**src/rtl/bcfg_pkg.sv**
```systemverilog
// Shared field layout, reserved masks and register typedefs for the base-configuration bank.
// The engine-count clamp helper backs the optional BCFG_ENGINE_CLAMP_EN build.
package bcfg_pkg;

  localparam int REG_W         = 16;
  localparam int ENGINE_COUNT_W = 10;
  localparam int SHIFT_LOW_W   = 4;
  localparam int MATRIX_SIZE_W = 14;
  localparam int SHIFT_HIGH_W  = 2;
  localparam int SHIFT_FINAL_W = 6;
  localparam int SHIFT_AMOUNT_W = SHIFT_HIGH_W + SHIFT_LOW_W;

  localparam logic [REG_W-1:0] BCFG1_MASK = 16'h3FFF;
  localparam logic [REG_W-1:0] BCFG2_MASK = 16'hFFFF;
  localparam logic [REG_W-1:0] BCFG3_MASK = 16'h003F;

  typedef struct packed {
    logic [1:0]                rsvd;
    logic [SHIFT_LOW_W-1:0]    shift_low;
    logic [ENGINE_COUNT_W-1:0] engine_count;
  } bcfg1_t;

  typedef struct packed {
    logic [SHIFT_HIGH_W-1:0]  shift_high;
    logic [MATRIX_SIZE_W-1:0] matrix_size;
  } bcfg2_t;

  typedef struct packed {
    logic [9:0]               rsvd;
    logic [SHIFT_FINAL_W-1:0] shift_final;
  } bcfg3_t;

  // Saturates engine_count into 1..max_count when enabled, otherwise passes it through.
  function automatic logic [ENGINE_COUNT_W-1:0] clamp_engine_count(
    input logic [ENGINE_COUNT_W-1:0] value,
    input logic [ENGINE_COUNT_W-1:0] max_count,
    input logic                      enable
  );
    if (!enable)              return value;
    if (value == '0)          return ENGINE_COUNT_W'(1);
    if (value > max_count)    return max_count;
    return value;
  endfunction

endpackage

```
**src/rtl/bcfg_register_bank_if.sv**
```systemverilog
// Host-side write strobes/data and decoded configuration fields of the BCFG register bank.
interface bcfg_register_bank_if;
  import bcfg_pkg::*;

  logic                      bcfg1_we_i;
  logic [REG_W-1:0]          bcfg1_data_i;
  logic                      bcfg2_we_i;
  logic [REG_W-1:0]          bcfg2_data_i;
  logic                      bcfg3_we_i;
  logic [REG_W-1:0]          bcfg3_data_i;

  logic [REG_W-1:0]          bcfg1_o;
  logic [REG_W-1:0]          bcfg2_o;
  logic [REG_W-1:0]          bcfg3_o;
  logic [ENGINE_COUNT_W-1:0] engine_count_o;
  logic [SHIFT_LOW_W-1:0]    shift_low_o;
  logic [MATRIX_SIZE_W-1:0]  matrix_size_o;
  logic [SHIFT_HIGH_W-1:0]   shift_high_o;
  logic [SHIFT_FINAL_W-1:0]  shift_final_o;
  logic [SHIFT_AMOUNT_W-1:0] shift_amount_o;

  modport master (
    output bcfg1_we_i, bcfg1_data_i, bcfg2_we_i, bcfg2_data_i, bcfg3_we_i, bcfg3_data_i,
    input  bcfg1_o, bcfg2_o, bcfg3_o, engine_count_o, shift_low_o, matrix_size_o,
           shift_high_o, shift_final_o, shift_amount_o
  );

  modport slave (
    input  bcfg1_we_i, bcfg1_data_i, bcfg2_we_i, bcfg2_data_i, bcfg3_we_i, bcfg3_data_i,
    output bcfg1_o, bcfg2_o, bcfg3_o, engine_count_o, shift_low_o, matrix_size_o,
           shift_high_o, shift_final_o, shift_amount_o
  );

endinterface

```
**src/rtl/bcfg_register_bank_cfg_register.sv**
```systemverilog
// Generic 16-bit async-reset register with write enable; reserved bits (Mask=0) are held at 0.
module cfg_register
  import bcfg_pkg::*;
#(
  parameter logic [REG_W-1:0] ResetValue = '0,
  parameter logic [REG_W-1:0] Mask       = '1
) (
  input  logic             clk_i,
  input  logic             rst_i,
  input  logic             we_i,
  input  logic [REG_W-1:0] d_i,
  output logic [REG_W-1:0] q_o
);

  logic [REG_W-1:0] q_q;
  logic [REG_W-1:0] q_d;

  assign q_d = we_i ? (d_i & Mask) : q_q;

  // NOTE: sequential state uses non-blocking assignments so every register samples pre-edge values.
  always_ff @(posedge clk_i or posedge rst_i) begin
    if (rst_i) q_q <= ResetValue & Mask;
    else       q_q <= q_d;
  end

  assign q_o = q_q;

endmodule

```
**src/rtl/bcfg_register_bank.sv**
```systemverilog
// BCFG1..BCFG3 base-configuration registers with combinational field decode.
// Define BCFG_ENGINE_CLAMP_EN to saturate written engine_count into 1..MaxEngineCount.
module bcfg_register_bank
  import bcfg_pkg::*;
#(
  parameter logic [REG_W-1:0]          Bcfg1ResetValue = 16'h0001,
  parameter logic [REG_W-1:0]          Bcfg2ResetValue = 16'h0000,
  parameter logic [REG_W-1:0]          Bcfg3ResetValue = 16'h0000,
  parameter logic [ENGINE_COUNT_W-1:0] MaxEngineCount  = 10'd1023
) (
  input logic                  clk_i,
  input logic                  rst_i,
  bcfg_register_bank_if.slave  bus
);

`ifdef BCFG_ENGINE_CLAMP_EN
  localparam logic ClampEn = 1'b1;
`else
  localparam logic ClampEn = 1'b0;
`endif

  bcfg1_t bcfg1_wdata;
  bcfg1_t bcfg1_q;
  bcfg2_t bcfg2_q;
  bcfg3_t bcfg3_q;

  // Clamp applies to written data only; the reset value is loaded as given.
  always_comb begin
    bcfg1_wdata              = bcfg1_t'(bus.bcfg1_data_i);
    bcfg1_wdata.engine_count = clamp_engine_count(bcfg1_wdata.engine_count, MaxEngineCount, ClampEn);
  end

  cfg_register #(.ResetValue(Bcfg1ResetValue), .Mask(BCFG1_MASK)) u_bcfg1 (
    .clk_i (clk_i),
    .rst_i (rst_i),
    .we_i  (bus.bcfg1_we_i),
    .d_i   (bcfg1_wdata),
    .q_o   (bcfg1_q)
  );

  cfg_register #(.ResetValue(Bcfg2ResetValue), .Mask(BCFG2_MASK)) u_bcfg2 (
    .clk_i (clk_i),
    .rst_i (rst_i),
    .we_i  (bus.bcfg2_we_i),
    .d_i   (bus.bcfg2_data_i),
    .q_o   (bcfg2_q)
  );

  cfg_register #(.ResetValue(Bcfg3ResetValue), .Mask(BCFG3_MASK)) u_bcfg3 (
    .clk_i (clk_i),
    .rst_i (rst_i),
    .we_i  (bus.bcfg3_we_i),
    .d_i   (bus.bcfg3_data_i),
    .q_o   (bcfg3_q)
  );

  assign bus.bcfg1_o        = bcfg1_q;
  assign bus.bcfg2_o        = bcfg2_q;
  assign bus.bcfg3_o        = bcfg3_q;
  assign bus.engine_count_o = bcfg1_q.engine_count;
  assign bus.shift_low_o    = bcfg1_q.shift_low;
  assign bus.matrix_size_o  = bcfg2_q.matrix_size;
  assign bus.shift_high_o   = bcfg2_q.shift_high;
  assign bus.shift_final_o  = bcfg3_q.shift_final;
  assign bus.shift_amount_o = {bcfg2_q.shift_high, bcfg1_q.shift_low};

endmodule

```
**src/flat_wrapper.sv**
```systemverilog
// flat-port wrapper written by rule: the top's interface ports become plain ports
module bcfg_register_bank_flat import bcfg_pkg::*;
#(
  parameter logic [REG_W-1:0]          Bcfg1ResetValue = 16'h0001,
  parameter logic [REG_W-1:0]          Bcfg2ResetValue = 16'h0000,
  parameter logic [REG_W-1:0]          Bcfg3ResetValue = 16'h0000,
  parameter logic [ENGINE_COUNT_W-1:0] MaxEngineCount  = 10'd1023
)
  (clk_i, rst_i, bus_bcfg1_we_i, bus_bcfg1_data_i, bus_bcfg2_we_i, bus_bcfg2_data_i, bus_bcfg3_we_i, bus_bcfg3_data_i, bus_bcfg1_o, bus_bcfg2_o, bus_bcfg3_o, bus_engine_count_o, bus_shift_low_o, bus_matrix_size_o, bus_shift_high_o, bus_shift_final_o, bus_shift_amount_o);
  bcfg_register_bank_if bus_i ();
  input logic clk_i;
  input logic rst_i;
  input wire logic [$bits(bus_i.bcfg1_we_i)-1:0] bus_bcfg1_we_i;
  input wire logic [$bits(bus_i.bcfg1_data_i)-1:0] bus_bcfg1_data_i;
  input wire logic [$bits(bus_i.bcfg2_we_i)-1:0] bus_bcfg2_we_i;
  input wire logic [$bits(bus_i.bcfg2_data_i)-1:0] bus_bcfg2_data_i;
  input wire logic [$bits(bus_i.bcfg3_we_i)-1:0] bus_bcfg3_we_i;
  input wire logic [$bits(bus_i.bcfg3_data_i)-1:0] bus_bcfg3_data_i;
  output wire logic [$bits(bus_i.bcfg1_o)-1:0] bus_bcfg1_o;
  output wire logic [$bits(bus_i.bcfg2_o)-1:0] bus_bcfg2_o;
  output wire logic [$bits(bus_i.bcfg3_o)-1:0] bus_bcfg3_o;
  output wire logic [$bits(bus_i.engine_count_o)-1:0] bus_engine_count_o;
  output wire logic [$bits(bus_i.shift_low_o)-1:0] bus_shift_low_o;
  output wire logic [$bits(bus_i.matrix_size_o)-1:0] bus_matrix_size_o;
  output wire logic [$bits(bus_i.shift_high_o)-1:0] bus_shift_high_o;
  output wire logic [$bits(bus_i.shift_final_o)-1:0] bus_shift_final_o;
  output wire logic [$bits(bus_i.shift_amount_o)-1:0] bus_shift_amount_o;
  assign bus_i.bcfg1_we_i = bus_bcfg1_we_i;
  assign bus_i.bcfg1_data_i = bus_bcfg1_data_i;
  assign bus_i.bcfg2_we_i = bus_bcfg2_we_i;
  assign bus_i.bcfg2_data_i = bus_bcfg2_data_i;
  assign bus_i.bcfg3_we_i = bus_bcfg3_we_i;
  assign bus_i.bcfg3_data_i = bus_bcfg3_data_i;
  assign bus_bcfg1_o = bus_i.bcfg1_o;
  assign bus_bcfg2_o = bus_i.bcfg2_o;
  assign bus_bcfg3_o = bus_i.bcfg3_o;
  assign bus_engine_count_o = bus_i.engine_count_o;
  assign bus_shift_low_o = bus_i.shift_low_o;
  assign bus_matrix_size_o = bus_i.matrix_size_o;
  assign bus_shift_high_o = bus_i.shift_high_o;
  assign bus_shift_final_o = bus_i.shift_final_o;
  assign bus_shift_amount_o = bus_i.shift_amount_o;
  bcfg_register_bank #(.Bcfg1ResetValue(Bcfg1ResetValue), .Bcfg2ResetValue(Bcfg2ResetValue), .Bcfg3ResetValue(Bcfg3ResetValue), .MaxEngineCount(MaxEngineCount)) u_core (.clk_i(clk_i), .rst_i(rst_i), .bus(bus_i));
endmodule
```
**config.mk**
```make
export PLATFORM = sky130hd
export DESIGN_NAME = bcfg_register_bank_flat
export DESIGN_NICKNAME = d
export VERILOG_FILES = /design/src/rtl/bcfg_pkg.sv /design/src/rtl/bcfg_register_bank_if.sv /design/src/rtl/bcfg_register_bank_cfg_register.sv /design/src/rtl/bcfg_register_bank.sv /design/src/flat_wrapper.sv
export SDC_FILE = /design/constraint.sdc
export NUM_CORES = 1
export LEC_CHECK = 0
export BUFFER_PORTS_ARGS = -buffer_cell sky130_fd_sc_hd__buf_2
export CORE_AREA = 2 2 91 58
export CTS_BUF_LIST = sky130_fd_sc_hd__clkbuf_16
export DETAILED_ROUTE_END_ITERATION = 12
export DIE_AREA = 0 0 93 60
export GPL_TIMING_DRIVEN = 0
export HOLD_SLACK_MARGIN = 0.1
export PLACE_DENSITY = 0.77
export REMOVE_ABC_BUFFERS = 1
export SETUP_SLACK_MARGIN = 0.15
export SYNTH_ARGS = -nofsm -noshare
export SYNTH_HDL_FRONTEND = slang
export SYNTH_SLANG_ARGS = --single-unit
export TNS_END_PERCENT = 20
```
**constraint.sdc**
```tcl
create_clock -name clk_i -period 1.2 [get_ports clk_i]
set_input_delay 0.12 -clock clk_i [delete_from_list [all_inputs] [get_ports clk_i]]
set_output_delay 0.12 -clock clk_i [all_outputs]
set_load 0.05 [all_outputs]
```
## After elaboration in Yosys (flattened, before gate mapping)

Cells that the tools add are included.

- Bits in registers: 36
- Bits of input ports: 53
- Output and inout bits: 90
- Logic and storage cells: 3

## Longest topological paths before layout

- Depth in word-level cells: 0
- Depth in mapped cells: 3

## By module

A second synthesis with hierarchy kept.

- Cells, all modules: 135
- Area total of the unflattened synthesis: 1845.5 um^2

By module, submodules not included:

| module | times used | cells each | area an instance (um^2) | seq. area each (um^2) |
|---|---|---|---|---|
| cfg_register at u_core.u_bcfg2 | 1 | 35 | 653.1 | 400.4 |
| cfg_register at u_core.u_bcfg1 | 1 | 33 | 543.0 | 351.6 |
| cfg_register at u_core.u_bcfg3 | 1 | 25 | 334.1 | 150.1 |
| bcfg_register_bank | 1 | 42 | 315.3 | 0.0 |

## Worst setup path before layout

Ideal clock, no wire load.

- Kind: register to output
- Start: register u_core.u_bcfg1.q_q[0], in the netlist u_core.u_bcfg1.q_o[0]
- End: output port bus_engine_count_o[0]
- Arrival time: 0.926 ns
- Data required time: 1.080 ns
- Path slack: 0.154 ns
- Stages on the path, launching flop included: 2
- Buffers on the path: 1
- Path through: dfstp_2 -> buf_4

RTL lines:

| what | RTL line | text |
|---|---|---|
| start, declared | bcfg_register_bank_cfg_register.sv:15 | `logic [REG_W-1:0] q_q;` |
| start signal, assigned | bcfg_register_bank_cfg_register.sv:22 | `if (rst_i) q_q <= ResetValue & Mask;` |
| start signal, assigned | bcfg_register_bank_cfg_register.sv:23 | `else q_q <= q_d;` |
| end, declared | flat_wrapper.sv:22 | `output wire logic [$bits(bus_i.engine_count_o)-1:0] bus_engine_count_o;` |

No word-level cell between the ends.

## Final worst setup path

- Start: register u_core.u_bcfg1.q_q[0], in the netlist u_core.u_bcfg1.q_o[0]
- End: output port bus_bcfg1_o[0]

RTL lines:

| what | RTL line | text |
|---|---|---|
| end, declared | flat_wrapper.sv:19 | `output wire logic [$bits(bus_i.bcfg1_o)-1:0] bus_bcfg1_o;` |

No word-level cell between the ends.

==> summary.txt <==
Final layout
  • Fillers: 404
  • Area occupied by multi-input gates: 488 sq um
  • Seq. cell area: 902 sq um
  • Finished Cell Area: 2650 sq um
  • Antenna diodes: 0
  • # nets final: 301
  • Share of layout cells above drive strength 1: 66.3%
  • P&R area growth vs syn: 46.6%

Logic synthesis
  • Netlist Area Pre-Place: around 1800 sq um
  • Top cell type's share of synthesized area: 48.5%
  • Cells after Synth: 132
  • Seq/Total Area, Yosys: between 40% and 50%
  • Synth unique cells: 10
  • Mean Syn Cell Area: 13.7 sq um
  • Seq cells post-synth: 36
  • Syn. warnings: 0
  • Dominant cell type by area after synthesis: dfrtp_1
  • Largest cells by area after synthesis: dfrtp_1, buf_4, mux2_2

Floorplan
  • Die area: 5580 sq um
  • I/O pin total: 143
  • Die width: 93 um
  • Die height: 60 um
  • Row Count: 20
  • Initial Utilization: 37.6%
  • Area of the core: 4800 sq um

Detailed routing
  • Wirelength, routed: around 4300 um
  • Via count: ~1300
  • Drt first-iter violations: 31
  • Vias/cell: 4.07
  • Drt drc: 0
  • 1st-pass router iterations: 4
  • Wire per inst: 13.7 um
  • DRT antenna net count: 0

Setup path
  • Worst Path Max Fanout: 3
  • Critical Path AT: 1.00 ns
  • Kind of critical path: register to output port
  • WP buf/inv: 1
  • CP max-delay cell: dfstp_2
  • CP Capture Type: output port
  • CP required: 1.08 ns
  • Worst Setup Start Kind: register
  • Crit-path cells: buf_6
  • Crit path largest cell delay: 0.56 ns
  • CP delay by family, top: flip-flops

CTS
  • Clock tree buffer depth: 2
  • CTS Buf Count: 5
  • Later-pin clock latency in the skew report: 0.28 ns
  • H-tree levels: 2
  • CTS root buf: clkbuf_16
  • CTS tree: yes
  • Clock transition at path regs: 0.06 ns
  • CTS Sinks: 36

Status
  • Status: completed

Timing
  • Worst clock skew: 0 ns
  • TNS Setup: 0 ns
  • Slew Limit Fails: 0
  • Hold Vio Cnt, Final: 0
  • Worst relative slew slack: about 47%
  • Fmax: 0.897 GHz
  • Fin crit period: 1.12 ns
  • RSZ-0062 raised after global routing: true
  • Tcrit/Tclk final: approximately 93%
  • Final setup fails: 0
  • Slew @ Worst Pin: 0.791 ns

Power and ir drop
  • Pint: around 2.6 mW
  • LEAKAGE: 1.35 nW
  • Power per cell area: roughly 1700 nW/um^2
  • Switching share of power: between 40% and 50%
  • Peak supply drop: ~0.55 mV
  • Logic pwr share: 38.8%
  • P_sw: 1.88 mW
  • Clock power frac: 28.8%
  • Reg power frac: 32.4%

Global route
  • Vias in the first global route: between 1000 and 1500
  • GRT met1 Usage: 15.7%
  • Gr ovfl total: 0
  • Largest net degree at the start of global routing: 37
  • First-pass GRT wire length: 6030 um
  • Met3 GRT Util: 5.04%
  • Met2 usage: ~27%
  • Layer with the highest usage: met2
  • Initial antenna violation count: 0
  • GRT Total Usage: between 10 and 15%

Place
  • Cell Area, Placed: around 2100 sq um
  • Buffers on Ports: approximately 120
  • Post-DP HPWL: 2610 um
  • GP Congestion: 0.681

Min path
  • Worst Hold Class: primary input to register

Run
  • Max Cap Viol: 0
[flip-flops by register name, indices dropped and copies added (netlist names)]
register and cells:
u_core.u_bcfg1.q_o 14, u_core.u_bcfg2.q_o 16, u_core.u_bcfg3.q_o 6
[per-stage QoR]
step	setup WS, ns	power (mW)	util, %	hold slack (ns)	cells
after floorplan	-0.374	2.65	-	0.268	85
after global placement	-0.209	3.02	43.0	0.351	269
after detailed placement	-0.212	3.04	43.0	0.355	269
after CTS	0.0821	4.43	54.2	0.186	314
after global routing	0.0503	4.62	55.1	0.193	315
final	0.0847	4.45	55.1	0.192	315
[area by class of cell]
type / instances / area share, %
Tap cell: 66 / 3.12
Sequential cell: 36 / 34.1
Timing Repair Buffer: 155 / 38.3
Multi-Input combinational cell: 48 / 18.4
Timing Repair inverter: 1 / 0.189
Inverter: 1 / 0.284
Clock buffer: 5 / 4.73
Clock inverter: 3 / 0.898
[what timing repair did]
item                                   4_1_cts  5_1_grt
hold buffers                                37        0
resized for setup                            5       21
gates cloned                                 0        1
setup endpoints to repair                   60      107
endpoints found under the hold margin       71        0
buffers inserted                             0        0
[synthesized netlist by cell type]
| cell type | number |
|---|---|
| inv_1 | 1 |
| buf_4 | 54 |
| buf_2 | 1 |
| buf_6 | 2 |
| conb_1 | 1 |
| mux2_4 | 10 |
| buf_12 | 1 |
| dfrtp_1 | 35 |
| dfstp_2 | 1 |
| mux2_2 | 26 |
[power groups by stage]
stage	Clock [mW]	Sequential, mW	Combinational, mW
6_report	1.28	1.44	1.73
3_5_place_dp	0	1.45	1.59
2_1_floorplan	0	2.40	0.248
3_3_place_gp	0	1.45	1.58
4_1_cts	1.31	1.43	1.69
5_1_grt	1.38	1.46	1.79
[path summary, 6_finish.rpt]
check,to,slack (ns),cells past startpoint,start
max in group asynchronous,u_core.u_bcfg2.q_o[9],0.27,3,rst_i
setup / recovery,bus_bcfg1_o[0],0.08,1,u_core.u_bcfg1.q_o[0]
hold / removal,u_core.u_bcfg3.q_o[1],0.19,2,bus_bcfg3_we_i
hold reg to reg,u_core.u_bcfg2.q_o[12],0.53,1,u_core.u_bcfg2.q_o[12]
setup reg to reg,u_core.u_bcfg2.q_o[9],0.37,1,u_core.u_bcfg2.q_o[9]
min in group asynchronous,u_core.u_bcfg1.q_o[9],0.43,3,rst_i
[metal layers]
| metal | share of wire, % | vias to the layer above | routed length, um |
|---|---|---|---|
| li1 | - | 600 | - |
| met1 | 39 | 627 | 1660 |
| met2 | 54 | 51 | 2310 |
| met3 | 7.0 | 4 | 301 |
| met4 | 0.79 | 0 | 34 |
| met5 | 0 | - | 0 |
[kinds of logic after synthesis]
kind of cell           count (synthesis)  share of synthesized area, %
buffers and inverters                 59                          25.3
muxes                                 36                          24.5
DFF                                   36                          50.0
other                                  1                         0.208
[layout by cell type (no fill, tap or decap), drive strengths merged]
master       instances
buf                118
dlygate4sd3         37
mux2                36
dfrtp               35
conb                12
clkbuf               5
clkinvlp             4
clkinv               1
dfstp                1
Power figures use the tool's default switching activity.
